[src/rtl/lcd_spi_pkg.sv]
// Shared constants and types for the ST7735 receive-side monitor.
package lcd_spi_pkg;

    // ST7735 commands the decoder understands
    localparam logic [7:0] CMD_CASET = 8'h2A;
    localparam logic [7:0] CMD_RASET = 8'h2B;
    localparam logic [7:0] CMD_RAMWR = 8'h2C;

    // Default panel geometry
    localparam int unsigned DEF_SCR_W = 128;
    localparam int unsigned DEF_SCR_H = 160;

    // Command decoder states
    typedef enum logic [2:0] {
        ST_IDLE,
        ST_CASET,
        ST_RASET,
        ST_RAMWR_HI,
        ST_RAMWR_LO
    } dec_state_t;

endpackage

[src/rtl/lcd_spi_monitor_byte_rx.sv]
// SPI mode-0 byte receiver: synchronises the asynchronous panel pins,
// shifts in MSB-first bytes and reports {dc, byte} words.
module spi_byte_rx
    import lcd_spi_pkg::*;
(
    input  logic       clk,
    input  logic       rst_n,
    input  logic       cs,
    input  logic       dc,
    input  logic       sclk,
    input  logic       mosi,
    output logic [8:0] rx_data,
    output logic       rx_valid,
    output logic       frame_err
);

    logic [1:0] cs_sync;
    logic [1:0] dc_sync;
    logic [1:0] sclk_sync;
    logic [1:0] mosi_sync;
    logic       sclk_prev;
    logic       cs_prev;
    logic [7:0] shift;
    logic [2:0] bit_cnt;
    logic       sclk_rise;
    logic       cs_rise;

    // Edge detection on the synchronised pins
    always_comb begin
        sclk_rise = sclk_sync[1] & ~sclk_prev;
        cs_rise   = cs_sync[1] & ~cs_prev;
    end

    // Synchronisers, bit capture, byte completion and framing-error detection
    always_ff @(posedge clk or negedge rst_n) begin
        if (!rst_n) begin
            // cs chain resets to the idle (deasserted) level so no false rise is seen
            cs_sync   <= '1;
            cs_prev   <= 1'b1;
            dc_sync   <= '0;
            sclk_sync <= '0;
            mosi_sync <= '0;
            sclk_prev <= 1'b0;
            shift     <= '0;
            bit_cnt   <= '0;
            rx_data   <= '0;
            rx_valid  <= 1'b0;
            frame_err <= 1'b0;
        end else begin
            cs_sync   <= {cs_sync[0], cs};
            dc_sync   <= {dc_sync[0], dc};
            sclk_sync <= {sclk_sync[0], sclk};
            mosi_sync <= {mosi_sync[0], mosi};
            sclk_prev <= sclk_sync[1];
            cs_prev   <= cs_sync[1];
            rx_valid  <= 1'b0;
            frame_err <= 1'b0;
            if (sclk_rise && !cs_sync[1]) begin
                shift   <= {shift[6:0], mosi_sync[1]};
                bit_cnt <= bit_cnt + 3'd1;
                if (bit_cnt == 3'd7) begin
                    rx_data  <= {dc_sync[1], shift[6:0], mosi_sync[1]};
                    rx_valid <= 1'b1;
                end
            end else if (cs_rise && bit_cnt != 3'd0) begin
                bit_cnt   <= '0;
                frame_err <= 1'b1;
            end
        end
    end

endmodule

[src/rtl/lcd_spi_monitor.sv]
// ST7735 SPI monitor: rebuilds the {dc, byte} word stream from the panel
// pins and decodes CASET/RASET/RAMWR into a pixel stream.
module lcd_spi_monitor
    import lcd_spi_pkg::*;
#(
    parameter int unsigned SCR_W = DEF_SCR_W,
    parameter int unsigned SCR_H = DEF_SCR_H
) (
    input  logic        sys_clk,
    input  logic        sys_rst_n,
    input  logic        cs,
    input  logic        dc,
    input  logic        sclk,
    input  logic        mosi,
    output logic [8:0]  rx_data,
    output logic        rx_valid,
    output logic        frame_err,
    output logic [8:0]  pix_x,
    output logic [8:0]  pix_y,
    output logic [15:0] pix_color,
    output logic        pix_valid
);

    localparam logic [8:0] XE_RST = 9'(SCR_W - 1);
    localparam logic [8:0] YE_RST = 9'(SCR_H - 1);

    dec_state_t state;
    logic [2:0] param_cnt;
    logic       param_hi;
    logic [7:0] color_hi;
    logic [8:0] xs, xe, ys, ye;
    logic [8:0] cur_x, cur_y;
    logic [7:0] rx_byte;
    logic       rx_is_data;

    spi_byte_rx u_rx (
        .clk       (sys_clk),
        .rst_n     (sys_rst_n),
        .cs        (cs),
        .dc        (dc),
        .sclk      (sclk),
        .mosi      (mosi),
        .rx_data   (rx_data),
        .rx_valid  (rx_valid),
        .frame_err (frame_err)
    );

    // Split the received word into its dc flag and payload
    always_comb begin
        rx_is_data = rx_data[8];
        rx_byte    = rx_data[7:0];
    end

    // Command decoder, window registers, cursor and pixel output
    always_ff @(posedge sys_clk or negedge sys_rst_n) begin
        if (!sys_rst_n) begin
            state     <= ST_IDLE;
            param_cnt <= '0;
            param_hi  <= 1'b0;
            color_hi  <= '0;
            xs        <= '0;
            xe        <= XE_RST;
            ys        <= '0;
            ye        <= YE_RST;
            cur_x     <= '0;
            cur_y     <= '0;
            pix_x     <= '0;
            pix_y     <= '0;
            pix_color <= '0;
            pix_valid <= 1'b0;
        end else begin
            pix_valid <= 1'b0;
            if (rx_valid) begin
                if (!rx_is_data) begin
                    // Any command aborts the current state, including a half pixel
                    param_cnt <= '0;
                    case (rx_byte)
                        CMD_CASET: state <= ST_CASET;
                        CMD_RASET: state <= ST_RASET;
                        CMD_RAMWR: begin
                            state <= ST_RAMWR_HI;
                            cur_x <= xs;
                            cur_y <= ys;
                        end
                        default:   state <= ST_IDLE;
                    endcase
                end else begin
                    case (state)
                        ST_CASET, ST_RASET: begin
                            if (param_cnt != 3'd4)
                                param_cnt <= param_cnt + 3'd1;
                            // Only bit 0 of a high byte survives the 9-bit truncation
                            case (param_cnt)
                                3'd0, 3'd2: param_hi <= rx_byte[0];
                                3'd1: begin
                                    if (state == ST_CASET) xs <= {param_hi, rx_byte};
                                    else                   ys <= {param_hi, rx_byte};
                                end
                                3'd3: begin
                                    if (state == ST_CASET) xe <= {param_hi, rx_byte};
                                    else                   ye <= {param_hi, rx_byte};
                                end
                                default: ;
                            endcase
                        end
                        ST_RAMWR_HI: begin
                            color_hi <= rx_byte;
                            state    <= ST_RAMWR_LO;
                        end
                        ST_RAMWR_LO: begin
                            pix_color <= {color_hi, rx_byte};
                            pix_x     <= cur_x;
                            pix_y     <= cur_y;
                            pix_valid <= 1'b1;
                            state     <= ST_RAMWR_HI;
                            // Equality-only compare: degenerate windows wrap mod 512
                            if (cur_x == xe) begin
                                cur_x <= xs;
                                cur_y <= (cur_y == ye) ? ys : cur_y + 9'd1;
                            end else begin
                                cur_x <= cur_x + 9'd1;
                            end
                        end
                        default: ;
                    endcase
                end
            end
        end
    end

endmodule
[config.mk]
export PLATFORM = sky130hd
export DESIGN_NAME = lcd_spi_monitor
export DESIGN_NICKNAME = d
export VERILOG_FILES = /design/src/rtl/lcd_spi_pkg.sv /design/src/rtl/lcd_spi_monitor_byte_rx.sv /design/src/rtl/lcd_spi_monitor.sv
export SDC_FILE = /design/constraint.sdc
export NUM_CORES = 1
export LEC_CHECK = 0
export ABC_AREA = 1
export ABC_CLOCK_PERIOD_IN_PS = 1740
export CAP_MARGIN = 10
export CORE_UTILIZATION = 57
export DETAILED_ROUTE_END_ITERATION = 6
export HOLD_SLACK_MARGIN = 0.1
export PLACE_DENSITY = 0.88
export RECOVER_POWER = 25
export SKIP_LAST_GASP = 1
export SLEW_MARGIN = 20
export SYNTH_ARGS = -nofsm -noshare
export SYNTH_HDL_FRONTEND = slang
export SYNTH_SLANG_ARGS = --single-unit
[constraint.sdc]
create_clock -name sys_clk -period 1.74 [get_ports sys_clk]
set_input_delay 0.348 -clock sys_clk [delete_from_list [all_inputs] [get_ports sys_clk]]
set_output_delay 0.348 -clock sys_clk [all_outputs]
set_load 0.01 [all_outputs]
==> After elaboration in Yosys (flattened, before gate mapping) <==
Index checks and enable logic that the tools add are counted.
{ "op_classes": {"addsub": 4, "eq_ne": 19, "n_mux": 24, "bitwise": 5, "n_reduce_logical": 21} }
{ "op_table": {"columns": ["operator", "count"], "rows": [
  ["$mux W9", 9],
  ["$eq A8 B6 Y1 const B", 3],
  ["$reduce_and A5 Y1", 4],
  ["$add A9 B1 Y9 const B", 2],
  ["$eq A9 B9 Y1", 2],
  ["$mux W3", 6],
  ["$eq A3 B2 Y1 const B", 4],
  ["$reduce_and A3 Y1", 4],
  ["$ne A2 B2 Y1 const B", 4],
  ["$reduce_and A4 Y1", 2],
  ["$mux W1", 7],
  ["$add A3 B1 Y3 const B", 2],
  ["$eq A3 B1 Y1 const B", 2],
  ["$eq A3 B3 Y1 const B", 2],
  ["$ne A3 B3 Y1 const B", 2],
  ["$pmux W2 S3", 1],
  ["$pmux W3 S2", 1],
  ["$reduce_and A2 Y1", 2],
  ["$reduce_bool A2 Y1", 2],
  ["$reduce_or A2 Y1", 2],
  ["$logic_not A3 Y1", 1],
  ["$not A1 Y1", 3],
  ["$reduce_bool A3 Y1", 1],
  ["$and A1 B1 Y1", 2],
  ["2 further kinds", 3]
]} }
{ "word_totals": {"regBits": 135, "inputBits": 6, "output_inout_bits": 46, "wordCells": 98} }

==> Longest topological paths before layout <==
{ "depth": {"word_depth": 5, "depth_mapped": 13, "depth_no_buf": 12} }

==> By module <==
A second synthesis with hierarchy kept.
{ "hier_totals": {"cells_unflattened": 668, "area_unflattened_um2": 6115.9} }
{ "modules_own_cells": {"columns": ["mod", "n_inst", "cells_per_inst", "area_per_inst_um2", "seq_area_each_um2"], "rows": [
  ["lcd_spi_monitor", 1, 559, 4942.2, 2618.8],
  ["spi_byte_rx", 1, 109, 1173.6, 779.5]
]} }

==> Least setup slack after synthesis <==
No wires, ideal clock.
{ "synth_path": {"path_type": "reg2reg", "startpoint": "reg u_rx.rx_data[4]", "endpoint": "reg cur_x[6]", "setup_time_ps": 117, "arrival_time_ps": 1430, "required_time_ps": 1623, "slack_ps": 193, "path_stages_with_launch": 12, "n_path_buf": 1, "period_less_slack_ps": 1547, "path_cell_list": "dfrtp_1 inv_2 nand2_1 nor3_4 nand2_1 nand2_1 nand2_2 inv_2 buf_4 nand3_1 nand3_1 nand2_1"} }
{ "synth_via": {"elab_chain_cells": 3} }
{ "synth_rtl": {"columns": ["item", "line_no", "text"], "rows": [
  ["from (decl)", "lcd_spi_monitor_byte_rx.sv:12", "output logic [8:0] rx_data,"],
  ["from (signal assigned)", "lcd_spi_monitor_byte_rx.sv:62", "rx_data <= {dc_sync[1], shift[6:0], mosi_sync[1]};"],
  ["$eq A8 B6 Y1", "lcd_spi_monitor.sv:77", "case (rx_byte)"],
  ["$reduce_bool A2 Y1 (no line)", null, null],
  ["$reduce_and A3 Y1 (no line)", null, null],
  ["to (signal assigned)", "lcd_spi_monitor.sv:82", "cur_x <= xs;"],
  ["to (signal assigned)", "lcd_spi_monitor.sv:118", "cur_x <= xs;"],
  ["to (signal assigned)", "lcd_spi_monitor.sv:121", "cur_x <= cur_x + 9'd1;"],
  ["to (decl)", "lcd_spi_monitor.sv:32", "logic [8:0] cur_x, cur_y;"]
]} }
Every way passes these cells.
A chain may end at the register's enable or synchronous reset.

==> Final worst setup path <==
{ "layout_path": {"startpoint": "reg xe[2]", "endpoint": "reg cur_y[6]"} }
{ "layout_via": {"elab_chain_cells": 3} }
{ "layout_rtl": {"columns": ["item", "line_no", "text"], "rows": [
  ["from (decl)", "lcd_spi_monitor.sv:31", "logic [8:0] xs, xe, ys, ye;"],
  ["from (signal assigned)", "lcd_spi_monitor.sv:100", "if (state == ST_CASET) xe <= {param_hi, rx_byte};"],
  ["$eq A9 B9 Y1", "lcd_spi_monitor.sv:117", "if (cur_x == xe) begin"],
  ["$ne A2 B2 Y1 (no line)", null, null],
  ["$reduce_and A4 Y1 (no line)", null, null],
  ["to (signal assigned)", "lcd_spi_monitor.sv:83", "cur_y <= ys;"],
  ["to (signal assigned)", "lcd_spi_monitor.sv:119", "cur_y <= (cur_y == ye) ? ys : cur_y + 9'd1;"],
  ["to (decl)", "lcd_spi_monitor.sv:32", null]
]} }
Every way passes these cells.

==> flow_metrics.env <==
export IMPL_max_slew_margin=0.2139
export IMPL_drtPass1Iterations=7
export IMPL_hp_class="reg -> reg"
export IMPL_critPathRequiredTime_ps=2140
export IMPL_finalHoldViolations=0
export IMPL_fin_crit_sh=1.074
export IMPL_leakage_uw=0.003821
export IMPL_ys_ff_latch=135
export IMPL_synth_warnings=0
export IMPL_power_density_nw_per_um2=942.4
export IMPL_cts_htree_levels=4
export IMPL_p_sw_uw=1637
export IMPL_drt_iter0_drc=592
export IMPL_cp_data_arrival_time_ps=2270
export IMPL_ir_drop_mv=0.6713
export IMPL_yosysSeqAreaShare=0.5742
export IMPL_drv_cap=0
export IMPL_vias_per_cell=5.981
export IMPL_rsz0062_at_grt="yes"
export IMPL_syn_area_um2=5918
export IMPL_crit_path_end_kind="register"
export IMPL_setup_tns_ps=-1060
export IMPL_clk_pin_slew_ps=60
export IMPL_die_h_um=103.9
export IMPL_syn_num_nets=685
export IMPL_synth_avg_cell_area_um2=8.833
export IMPL_clock_sinks=135
export IMPL_synth_top_family_by_area="simple AND/OR/NAND/NOR gates"
export IMPL_initial_core_util=0.5972
export IMPL_skew_ps=7.901
export IMPL_worst_hold_slack_ps=347.6
export IMPL_wl_per_cell_um=19.46
export IMPL_clockBufferDepth=2
export IMPL_dp_worst_setup_slack_ps=19.45
export IMPL_period_minus_slack_ps=1868
export IMPL_violations="DRC, setup timing"
export IMPL_row_count=36
export IMPL_placed_area_um2=6603
export IMPL_synth_top_area_frac=0.5032
export IMPL_fin_nets=772
export IMPL_synth_area_leaders="dfrtp_1, nand2_1, o21ai_0, dfstp_2, inv_1"
export IMPL_total_power_uw=7106
export IMPL_switching_share=0.2304
export IMPL_power_frac_clock=0.495
export IMPL_core_um2=9910
export IMPL_seqPwrFrac=0.462
export IMPL_antennaDiodeCount=0
export IMPL_hpwl_um=9209
export IMPL_clkLatencyLatePin_ps=530
export IMPL_dieArea_um2=10790
export IMPL_finalSetupViolCount=16
export IMPL_gr_total_overflow=0
export IMPL_netlist_cell_type_count=31
export IMPL_comb_power_share=0.042
export IMPL_synth_adder_area_share=0.01903
export IMPL_yosys_area_share_simple=0.2292
export IMPL_crit_type="reg -> reg"
export IMPL_numCtsBuffers=17
export IMPL_synth_xor_area_frac=0.02812
export IMPL_grt_pass1_vias=5120
export IMPL_clockRootBuffer="clkbuf_8"
export IMPL_grtUsageTotal=0.3040
export IMPL_vias=5401
export IMPL_synthCells=670
export IMPL_internal_power_uw=5469
export IMPL_antenna_found_initial=0
export IMPL_yosys_area_top_type="dfrtp_1"
export IMPL_status="finished with violations"
export IMPL_drv_slew=0
export IMPL_ioPinCount=52
export IMPL_grt_first_pass_wirelength_um=25400
export IMPL_die_x_um=103.9
export IMPL_tightestPinTransition_ps=1179
export IMPL_synth_compound_area_frac=0.08584
export IMPL_design_area_um2=7540
export IMPL_ant_nets=0
export IMPL_routed_wl_um=17570
export IMPL_worst_path_max_fanout=3
export IMPL_synthMuxAreaShare=0
export IMPL_gp_congestion=0.9640
export IMPL_layout_drive_gt1_share=0.1857
export IMPL_synthToLayoutAreaGrowth_pct=27.40
export IMPL_max_freq_ghz=0.5353
export IMPL_startpoint_type="register"
export IMPL_nFillCells=627
export IMPL_worst_slack_ps=-128.1
export IMPL_cts_tree="built"
export IMPL_port_buffers=51
export IMPL_drc=2
export IMPL_grt_start_max_net_pins=97
==> power by group through the flow <==
stage | Combinational, uW | Sequential (uW) | Clock [uW]
after CTS | 301 | 3280 | 3470
after detailed placement | 289 | 3340 | 0
after global placement | 269 | 3330 | 0
after floorplan | 133 | 3330 | 0
after global routing | 340 | 3290 | 3650
final | 300 | 3290 | 3520
==> area by class of cell <==
cell class	instances	area (um2)	area share
flip-flops and latches	135	3402	0.4512
well taps	133	166.4	0.02207
inverters	69	281.5	0.03734
clock buffers	20	455.4	0.06040
repair inverters	1	16.27	0.002157
repair buffers	88	778.2	0.1032
multi-input cells	445	2313	0.3068
clock inverters	12	126.4	0.01676
==> cell families after synthesis <==
kind of cell	count (synthesis)
adder cells (fa/ha/maj)	9
flip-flops	135
buffers and inverters	91
AO/OA/AOI/OAI	100
AND/OR/NAND/NOR	316
XOR/XNOR	19
==> metrics by stage <==
stage | instances | util
2_1_floorplan | 670 | -
3_5_place_dp | 847 | 0.6663
5_1_grt | 903 | 0.7609
6_report | 903 | 0.7609
4_1_cts | 885 | 0.7270
3_3_place_gp | 847 | 0.6663
==> placed cells by master, fill, tap and decap left out, drive strengths merged <==
cell type	netlist	final
a21boi	1	1
a21oi	2	2
a31oi	1	1
buf	9	34
bufinv	0	2
clkbuf	13	23
clkdlybuf4s50	0	1
clkinv	0	10
clkinvlp	0	2
dfrtp	119	119
dfstp	16	16
dlygate4sd2	0	43
dlygate4sd3	0	5
dlymetal6s2s	0	2
ha	9	9
inv	69	68
nand2	240	241
nand3	43	43
nand3b	5	5
nand4	5	5
nor2	16	16
nor3	7	7
o21ai	95	95
o32ai	1	1
xnor2	8	8
xor2	11	11
==> flip-flops by register name, indices dropped and copies added, names as in the netlist, 3 cells and up <==
register	count
param_cnt	3
cur_x	9
ys	9
pix_color	16
xs	9
state	3
cur_y	9
u_rx.shift	7
u_rx.bit_cnt	3
ye	9
pix_x	9
xe	9
u_rx.rx_data	9
color_hi	8
pix_y	9
==> critical path, cell delays in order (launching register included) <==
cell	delay (ps)
dfstp_2	560
inv_1	80
nand2_1	80
nand2_1	70
nor2_2	130
nand2_2	80
nor2_4	140
buf_4	130
nand3_1	70
nand2_1	90
nand2_1	140
nand2_1	100
o21ai_0	80
==> synthesized netlist by cell type <==
library cell / n
o32ai_1: 1
buf_12: 1
inv_2: 5
nor3_4: 1
o21ai_1: 1
nand2_4: 3
clkbuf_2: 1
nand2_1: 236
xnor2_1: 8
dfstp_2: 16
inv_4: 1
nand2_2: 1
nor2_2: 2
buf_2: 6
nor3_2: 1
a31oi_1: 1
nand3b_1: 5
nand3_1: 37
nand3_2: 6
xor2_1: 11
ha_1: 9
o21ai_0: 94
dfrtp_1: 119
buf_4: 2
clkbuf_1: 12
nor2_1: 14
a21boi_0: 1
a21oi_1: 2
nor3_1: 5
inv_1: 63
nand4_1: 5
==> final timing paths <==
| path | start | to | slack [ps] | cells after the start |
|---|---|---|---|---|
| worst max-delay path | xe[2] | cur_y[6] | -130 | 12 |
| worst min-delay path | u_rx.sclk_sync[0] | u_rx.sclk_sync[1] | 350 | 0 |
| worst max register to register | xe[2] | cur_y[6] | -130 | 12 |
| worst min register to register | u_rx.sclk_sync[0] | u_rx.sclk_sync[1] | 350 | 0 |
| max in group asynchronous | sys_rst_n | u_rx.rx_data[6] | 190 | 3 |
| min in group asynchronous | sys_rst_n | pix_valid | 630 | 3 |
==> timing repair <==
item | 4_1_cts | 5_1_grt
endpoints found under the setup margin | 62 | 65
buffers inserted | 4 | 16
pin swaps | 0 | 21
gates cloned | 1 | 2
hold buffers | 1 | 0
hold endpoints to repair | 119 | 0
resized for setup | 51 | 56
==> per-layer routing <==
layer / track usage / vias to the layer above / routed length [um]
met3: 0.07268 / 114 / 1825
met5: 0 / - / 0
li1: - / 2312 / -
met4: 0.1633 / 0 / 1050
met1: 0.3816 / 2530 / 6341
met2: 0.4895 / 445 / 8350
(Power assumes the default switching activity.)
